**config.mk**
```make
export PLATFORM = sky130hd
export DESIGN_NAME = param_shift_register
export DESIGN_NICKNAME = d
export VERILOG_FILES = /design/src/rtl/param_shift_register_pkg.sv /design/src/rtl/param_shift_register_shift_step.sv /design/src/rtl/param_shift_register.sv
export SDC_FILE = /design/constraint.sdc
export NUM_CORES = 1
export LEC_CHECK = 0
export CORE_ASPECT_RATIO = 1.2
export CORE_MARGIN = 8
export CORE_UTILIZATION = 40
export DETAILED_ROUTE_END_ITERATION = 8
export PLACE_DENSITY = 0.67
export SLEW_MARGIN = 20
export SYNTH_ARGS = -nofsm -noshare
export SYNTH_HDL_FRONTEND = slang
export SYNTH_SLANG_ARGS = --single-unit
```
**constraint.sdc**
```tcl
create_clock -name clk -period 2.3 [get_ports clk]
set_input_delay 0.23 -clock clk [delete_from_list [all_inputs] [get_ports clk]]
set_output_delay 0.23 -clock clk [all_outputs]
set_load 0.01 [all_outputs]
```
**src/rtl/param_shift_register_pkg.sv**
```systemverilog
// Shared encodings for the parametrised multi-function shift register:
// shift modes, shift direction and the control FSM states.
package param_shift_register_pkg;

  localparam logic [1:0] MODE_LOGIC = 2'b00;
  localparam logic [1:0] MODE_ROT   = 2'b01;
  localparam logic [1:0] MODE_ARITH = 2'b10;

  typedef enum logic {
    DIR_RIGHT = 1'b0,
    DIR_LEFT  = 1'b1
  } dir_t;

  typedef enum logic {
    ST_IDLE  = 1'b0,
    ST_SHIFT = 1'b1
  } state_t;

endpackage

```
**src/rtl/param_shift_register_shift_step.sv**
```systemverilog
// Combinational single-bit shifter: one step of a right/left shift in
// logical (serial fill), rotate or arithmetic mode, plus the bit shifted out.
module shift_step
  import param_shift_register_pkg::*;
#(
  parameter int WIDTH = 8
) (
  input  logic [WIDTH-1:0] value_i,
  input  dir_t             dir_i,
  input  logic [1:0]       mode_i,
  input  logic             fill_i,
  output logic [WIDTH-1:0] value_o,
  output logic             bit_o
);

  always_comb begin
    value_o = value_i;
    bit_o   = 1'b0;
    if (dir_i == DIR_LEFT) begin
      bit_o = value_i[WIDTH-1];
      case (mode_i)
        MODE_ROT:   value_o = {value_i[WIDTH-2:0], value_i[WIDTH-1]};
        MODE_ARITH: value_o = {value_i[WIDTH-2:0], 1'b0};
        default:    value_o = {value_i[WIDTH-2:0], fill_i};
      endcase
    end else begin
      bit_o = value_i[0];
      case (mode_i)
        MODE_ROT:   value_o = {value_i[0], value_i[WIDTH-1:1]};
        MODE_ARITH: value_o = {value_i[WIDTH-1], value_i[WIDTH-1:1]};
        default:    value_o = {fill_i, value_i[WIDTH-1:1]};
      endcase
    end
  end

endmodule

```
**src/rtl/param_shift_register.sv**
```systemverilog
// WIDTH-bit register with clear/load/inc/dec and multi-cycle shifts, one bit
// per cycle under a two-state FSM; optional saturating inc/dec.
module param_shift_register
  import param_shift_register_pkg::*;
#(
  parameter  int WIDTH = 8,
  parameter  bit SAT   = 1'b0,
  localparam int SHW   = $clog2(WIDTH) + 1
) (
  input  logic             clk,
  input  logic             rst,
  input  logic             cl,
  input  logic             ld,
  input  logic [WIDTH-1:0] in,
  input  logic             inc,
  input  logic             dec,
  input  logic             sr,
  input  logic             sl,
  input  logic             ir,
  input  logic             il,
  input  logic [1:0]       mode,
  input  logic [SHW-1:0]   shamt,
  output logic [WIDTH-1:0] out,
  output logic             carry,
  output logic             zero,
  output logic             busy,
  output logic             done
);

  localparam logic [SHW-1:0] MAX_SH = SHW'(WIDTH);

  state_t           state_q, state_d;
  logic [WIDTH-1:0] out_q, out_d;
  logic             carry_q, carry_d;
  logic             done_q, done_d;
  logic [SHW-1:0]   count_q, count_d;
  dir_t             dir_q, dir_d;
  logic [1:0]       mode_q, mode_d;

  logic [WIDTH-1:0] step_value;
  logic             step_bit;
  logic             step_fill;

  // Serial fill is sampled live each shift cycle so streaming works.
  assign step_fill = (dir_q == DIR_LEFT) ? il : ir;

  shift_step #(.WIDTH(WIDTH)) u_step (
    .value_i (out_q),
    .dir_i   (dir_q),
    .mode_i  (mode_q),
    .fill_i  (step_fill),
    .value_o (step_value),
    .bit_o   (step_bit)
  );

  always_comb begin
    state_d = state_q;
    out_d   = out_q;
    carry_d = carry_q;
    count_d = count_q;
    dir_d   = dir_q;
    mode_d  = mode_q;
    done_d  = 1'b0;
    case (state_q)
      ST_IDLE: begin
        if (cl) begin
          out_d   = '0;
          carry_d = 1'b0;
        end else if (ld) begin
          out_d   = in;
          carry_d = 1'b0;
        end else if (inc) begin
          // carry flags the all-ones case in both wrap and saturate modes
          carry_d = &out_q;
          if (!(SAT && (&out_q))) out_d = out_q + 1'b1;
        end else if (dec) begin
          carry_d = ~|out_q;
          if (!(SAT && !(|out_q))) out_d = out_q - 1'b1;
        end else if ((sr || sl) && (shamt != '0)) begin
          dir_d   = sr ? DIR_RIGHT : DIR_LEFT;
          mode_d  = mode;
          count_d = (shamt > MAX_SH) ? MAX_SH : shamt;
          state_d = ST_SHIFT;
        end
      end
      ST_SHIFT: begin
        if (cl) begin
          out_d   = '0;
          carry_d = 1'b0;
          count_d = '0;
          state_d = ST_IDLE;
        end else begin
          out_d   = step_value;
          carry_d = step_bit;
          count_d = count_q - 1'b1;
          if (count_q == SHW'(1)) begin
            state_d = ST_IDLE;
            done_d  = 1'b1;
          end
        end
      end
      default: state_d = ST_IDLE;
    endcase
  end

  always_ff @(posedge clk) begin
    if (rst) begin
      state_q <= ST_IDLE;
      out_q   <= '0;
      carry_q <= 1'b0;
      done_q  <= 1'b0;
      count_q <= '0;
      dir_q   <= DIR_RIGHT;
      mode_q  <= MODE_LOGIC;
    end else begin
      state_q <= state_d;
      out_q   <= out_d;
      carry_q <= carry_d;
      done_q  <= done_d;
      count_q <= count_d;
      dir_q   <= dir_d;
      mode_q  <= mode_d;
    end
  end

  assign out   = out_q;
  assign carry = carry_q;
  assign zero  = (out_q == '0);
  assign busy  = (state_q == ST_SHIFT);
  assign done  = done_q;

endmodule

```
## After elaboration in Yosys (flattened, before gate mapping)

Index checks and enable logic that the tools add are counted.

- Bits in registers: 18
- Latch bits: 0
- Bits in writable memories: 0
- ROM bits: 0
- Input bits: 24
- Output and inout bits: 12
- Memories kept: 0

- Add/sub/neg operators: 3
- Multipliers: 0
- Div/mod/pow operators: 0
- $lt $le $gt $ge: 1
- Eq/ne operators: 10
- Shift operators: 0
- Multiplexer cells: 35
- Bitwise operators: 5
- Reductions and logical operators: 11

Operators by type and width:

| operator | number |
|---|---|
| $mux W8 | 6 |
| $pmux W8 S2 | 2 |
| $mux W4 | 7 |
| $mux W1 | 16 |
| $ne A2 B2 Y1 const B | 5 |
| $add A8 B1 Y8 const B | 1 |
| $logic_not A8 Y1 | 1 |
| $pmux W4 S2 | 1 |
| $reduce_and A8 Y1 | 1 |
| $reduce_or A8 Y1 | 1 |
| $sub A8 B1 Y8 const B | 1 |
| $pmux W1 S2 | 3 |
| $reduce_and A6 Y1 | 1 |
| $ne A5 B5 Y1 const B | 1 |
| $not A1 Y1 | 5 |
| $reduce_and A5 Y1 | 1 |
| $eq A4 B1 Y1 const B | 1 |
| $gt A4 B4 Y1 const B | 1 |
| $ne A4 B4 Y1 const B | 1 |
| $reduce_bool A4 Y1 | 1 |
| $sub A4 B1 Y4 const B | 1 |
| $reduce_or A3 Y1 | 1 |
| $eq A2 B1 Y1 const B | 1 |
| $eq A2 B2 Y1 const B | 1 |
| 4 further kinds | 4 |

## Depth between registers and ports, before layout

- Word-level depth: 8
- Mapped depth: 8
- Depth with buffers taken out: 7

## Cells and area by module

From an unflattened synthesis, not the netlist that was laid out.

- Cells, all modules: 184
- Area, all modules: 1564.0 um^2

By module, submodules not included:

| module | instances | cells each | area an instance (um^2) |
|---|---|---|---|
| param_shift_register | 1 | 163 | 1356.3 |
| shift_step | 1 | 21 | 207.7 |

## Least setup slack after synthesis

No wires, ideal clock.

- Kind: in2reg
- Start: input port inc
- End: register out_q[2], in the netlist out[2]
- Library setup time: 71 ps
- Arrival time: 1863 ps
- Slack: 366 ps
- Stages on the path: 8
- Cells stage by stage: buf_2 > inv_1 > fa_1 > xnor2_1 > o21ai_0 > o21ai_0 > or3_2 > a21oi_1

- Cells in the longest elaborated chain, start to end: 4

Ends and longest elaborated chain:

| what | RTL line | text |
|---|---|---|
| start, declared | param_shift_register.sv:15 | `input logic inc,` |
| $mux W8 | param_shift_register.sv:72 | `end else if (inc) begin` |
| $mux W8 | param_shift_register.sv:69 | `end else if (ld) begin` |
| $mux W8 | param_shift_register.sv:66 | `if (cl) begin` |
| $pmux W8 S2 | param_shift_register.sv:64 | `case (state_q)` |
| end signal, assigned | param_shift_register.sv:117 | `out_q <= out_d;` |
| end, declared | param_shift_register.sv:33 | `logic [WIDTH-1:0] out_q, out_d;` |

Several ways; a longest one is shown, not always the timed one.
A chain may end at the register's enable or synchronous reset.

## Worst setup path in the final report

- Start: register out_q[4], in the netlist out[4]
- End: output port zero

- Cells in the longest elaborated chain, start to end: 1

Ends and longest elaborated chain:

| what | RTL line | text |
|---|---|---|
| $logic_not A8 Y1 | param_shift_register.sv:128 | `assign zero = (out_q == '0);` |
| end, declared | param_shift_register.sv:25 | `output logic zero,` |

No other way between the ends.

==> results.md <==
- The run finished with clean final reports.
- The proportion of synthesized area in mux cells is 6.98%.
- The shortest clock period the worst path allows after layout is 2130 ps.
- The total of fill cells in the finished design is 368.
- The final number of hold-violating endpoints is 0.
- The area share of the leading cell type in the synthesized netlist is 24.8%.
- The final worst slack is 167 ps.
- The number of buffers added on ports is 35.
- The clock latency at the later pin of the worst-skew pair is 250 ps.
- The top-level port count is 36.
- The synthesis-to-layout area growth is 36.0%.
- The net count of the finished layout is 273.
- At the pin with the least slew margin, the transition time is 484 ps.
- TritonCTS built the clock tree.
- The tool flagged a number of max-cap violations equal to 0.
- The detailed router finished its first iteration with 66 violations.
- Buffers inserted during clock tree synthesis total 3.
- After clock tree synthesis, the setup repair step added 0 buffers.
- In this design, the largest share of critical-path delay is due to simple AND/OR/NAND/NOR gates.
- The synthesis warning total is 0.
- The synthesis-stage register bit count is 18.
- The startpoint identified for the worst register-to-register timing path is out[2].
- The critical path launch point type is a register.
- Setup repair after global routing left no endpoint under its margin.
- Detailed placement finished with a half-perimeter wire length of 3340 µm.
- The total vias in the final route is 1547.
- OpenSTA, run right after detailed placement, puts the worst setup slack at -22.4 ps.
- The reg-to-reg endpoint is out[7].
- The die area is 5820 µm².
- The sequential-to-total area share from yosys stat is 24.8%.
- Adding up every negative setup slack in the final design gives 0 ps.
- The detail route stage leaves a number of antenna-violating nets equal to 0.
- The arrival time at the worst endpoint is 1900 ps.
- Setup violations remaining at the end of the flow were counted as 0.
- In the synthesized netlist the dominant register cell turns out to be sky130_fd_sc_hd__dfxtp_1.
- The initial antenna violation count came to 0.
- The number of buffers inserted for hold repair after clock tree synthesis is 0.
- After clock tree synthesis, the repair step resized 0 gates.
- CTS built an H-tree with a depth of 1.
- The post-synth design cell area is 1450 µm².
- The critical path goes through or4_1 > nor2_1 > clkdlybuf4s50_1.
- The kind of end point of the critical path is an output port.
- The maximum clock insertion buffer count is 2.
- The global-route usage over all layers is 15.1%.
- The detailed-route wire length is 4220 µm.
- Of the total synthesized cell area, the portion taken by AND, OR, NAND and NOR gates is 23.9%.
- Of the total synthesized cell area, the portion taken by full adders, half adders and majority gates is 9.99%.
- The required time of the worst setup path is 2070 ps.
- The part of the cycle the worst path needs is 92.8%.
- The biggest area consumer among synthesized cells is sky130_fd_sc_hd__dfxtp_1.
- The initial utilization of the core area, before any placement, comes to 41.0%.
- Along the worst path, the maximum fanout reaches 7.
- Together, buffers and inverters on the worst path number 1.
- The share of final-layout standard cells stronger than drive strength 1 is 12.7%.
- The register clock-pin slew on the reported worst setup and hold paths is 70 ps.
- The reg2reg setup slack is 450 ps.
- The post-synthesis net count is 225.
- Entering global routing, the biggest net connects 17 pins.
- By area, the combinational part of the netlist is dominated by compound AO/OA/AOI/OAI gates.
- The area of the placeable core is 3540 µm².
- Leaving out fill and tap cells, the most frequent cell in the layout is sky130_fd_sc_hd__clkdlybuf4s50_1.
- The number of global-route vias before repair came to 1544.
- The average via count per standard cell is 5.63.
- The class of the worst hold path is register to register.
- The final-report max-slew violation count is 0.
- The critical hold path startpoint is mode_q[0].
- The library cells used most frequently in the layout, excluding fill and tap cells, are 35 x sky130_fd_sc_hd__clkdlybuf4s50_1, 22 x sky130_fd_sc_hd__nor2_1, 18 x sky130_fd_sc_hd__dfxtp_1, 18 x sky130_fd_sc_hd__buf_4.
- Measured in cells, the most critical reg-to-reg path has a length of 6.
- Once layout is complete, the utilization of the core stands at 55.8%.
- The highest clock frequency the design can meet is 0.469 GHz.
- Yosys mapped a number of flops with a built-in enable equal to 0.
- The number of distinct library cell variants in the gate-level netlist after synthesis is 48.
- The path with the worst hold slack has its endpoint at mode_q[0].
- Dividing the detail-routed wire length by the instance count gives 15.4 µm.
- In this design, the stage delay of the slowest critical-path cell is 560 ps.
- The final design area excluding fillers is 1980 µm².
- Counting instances, the worst hold path has a depth of 2.
- The post-synthesis xor/xnor area fraction is 3.62%.
- Global routing finished with a remaining overflow of 0.
- After detailed placement, the total cell area comes to 1930 µm².
- The synthesized area per cell is 7.65 µm².
- The post-synthesis async set-or-reset flop share is 0%.
- The die is 71.0 µm wide.
- The final routed DRC violation total is 0.
- Counting every instance in the synthesized netlist gives 190.
- For this design, the slowest cell found on the critical path is sky130_fd_sc_hd__or4_1.
- The floorplan step set the die height to 82.0 µm.
- The synthesized netlist devotes 24.5% of its cell area to compound gates.
- For this design, the sink count on the clock tree is 18.
- For this run, the detailed router's first-pass iteration total came to 4.
- The root buffer cell is sky130_fd_sc_hd__clkbuf_8.
- The maximum VDD drop is 0.171 mV.
- The setup clock skew after layout is 4.60 ps.
- The final estimated routing congestion in global placement is 0.847.
- After synthesis, the cell types taking the most area are sky130_fd_sc_hd__dfxtp_1 25%, sky130_fd_sc_hd__ha_1 8.6%, sky130_fd_sc_hd__mux2i_1 6.2%.
- The worst relative slew slack is 67.7%.
- The critical path is of the register to output port type.
- The repair_antennas step left the layout with diodes totalling 0.
- Row generation in the floorplan step produced 24 rows.
- The standby leakage power is 0.755 nW.
- The first global-routing pass estimated 7160 µm of wire.
- In this run the power density over the cells is 425 nW/µm².
[cell usage after synthesis, types with 2 or more instances]
cell type / n
sky130_fd_sc_hd__a211oi_1: 8
sky130_fd_sc_hd__a21o_1: 2
sky130_fd_sc_hd__a21oi_1: 17
sky130_fd_sc_hd__a31oi_1: 4
sky130_fd_sc_hd__a32oi_1: 3
sky130_fd_sc_hd__buf_2: 3
sky130_fd_sc_hd__clkbuf_1: 4
sky130_fd_sc_hd__dfxtp_1: 18
sky130_fd_sc_hd__ha_1: 10
sky130_fd_sc_hd__inv_1: 10
sky130_fd_sc_hd__mux2i_1: 9
sky130_fd_sc_hd__nand2_1: 17
sky130_fd_sc_hd__nand3_1: 3
sky130_fd_sc_hd__nand4_1: 3
sky130_fd_sc_hd__nor2_1: 22
sky130_fd_sc_hd__nor3_1: 6
sky130_fd_sc_hd__nor3b_1: 2
sky130_fd_sc_hd__o21ai_0: 13
sky130_fd_sc_hd__or3_2: 2
sky130_fd_sc_hd__or4_1: 2
sky130_fd_sc_hd__xnor2_1: 4
sky130_fd_sc_hd__xor2_1: 2
[final cells by class]
cell class / instances / area (µm²) / area share [%]
Multi-Input combinational cell: 152 / 1000 / 50.7
Timing Repair Buffer: 53 / 485 / 24.6
Sequential cell: 18 / 360 / 18.2
Tap cell: 39 / 48.8 / 2.47
Clock buffer: 3 / 41.3 / 2.09
Inverter: 10 / 37.5 / 1.90
[routing by layer]
metal  share of wire, %  track usage, %  vias up
met4              0.095            5.63        0
li1                   -               -      786
met1                 42            17.2      707
met3                7.6            3.91        2
met5                  0               0        -
met2                 50            26.7       52
[state kept, by name, summed over array words and instances (netlist names)]
register	flops
out	8
carry	1
dir_q	1
mode_q	2
count_q	4
busy	1
done	1
[worst max-delay path by stage]
stage / start / to / slack [ps] / depth (start not counted)
after floorplan: inc / out[2] / 370 / 8
after global placement: inc / out[4] / -20 / 8
after detailed placement: inc / out[2] / -20 / 8
after CTS: out[4] / zero / 160 / 3
after global routing: out[4] / zero / 7 / 3
final: out[4] / zero / 170 / 3
[metrics by stage]
step | hold WS, ps | power [mW] | instances
6_report | 487 | 0.839 | 275
5_1_grt | 507 | 0.893 | 275
4_1_cts | 492 | 0.841 | 275
3_5_place_dp | 476 | 0.625 | 272
3_3_place_gp | 471 | 0.625 | 272
2_1_floorplan | 377 | 0.496 | 190
[logic make-up after synthesis]
logic type	Yosys count
flops	18
compound gates	57
xor+xnor	6
fa+ha+maj	11
mux	10
simple gates	68
buf+inv	20
[worst register-to-register path, stage by stage, from the launching register on]
cell,delay (ps)
sky130_fd_sc_hd__dfxtp_1,470
sky130_fd_sc_hd__ha_1,340
sky130_fd_sc_hd__a21oi_1,200
sky130_fd_sc_hd__nand2_1,90
sky130_fd_sc_hd__o21ai_0,310
sky130_fd_sc_hd__mux2i_1,120
sky130_fd_sc_hd__a31o_2,220
[power by group]
part	leakage, nW	internal (mW)	switching (mW)
clock network	0.0216	0.116	0.104
registers	0.147	0.326	0.0173
logic	0.586	0.147	0.129
(Power assumes the default switching activity.)
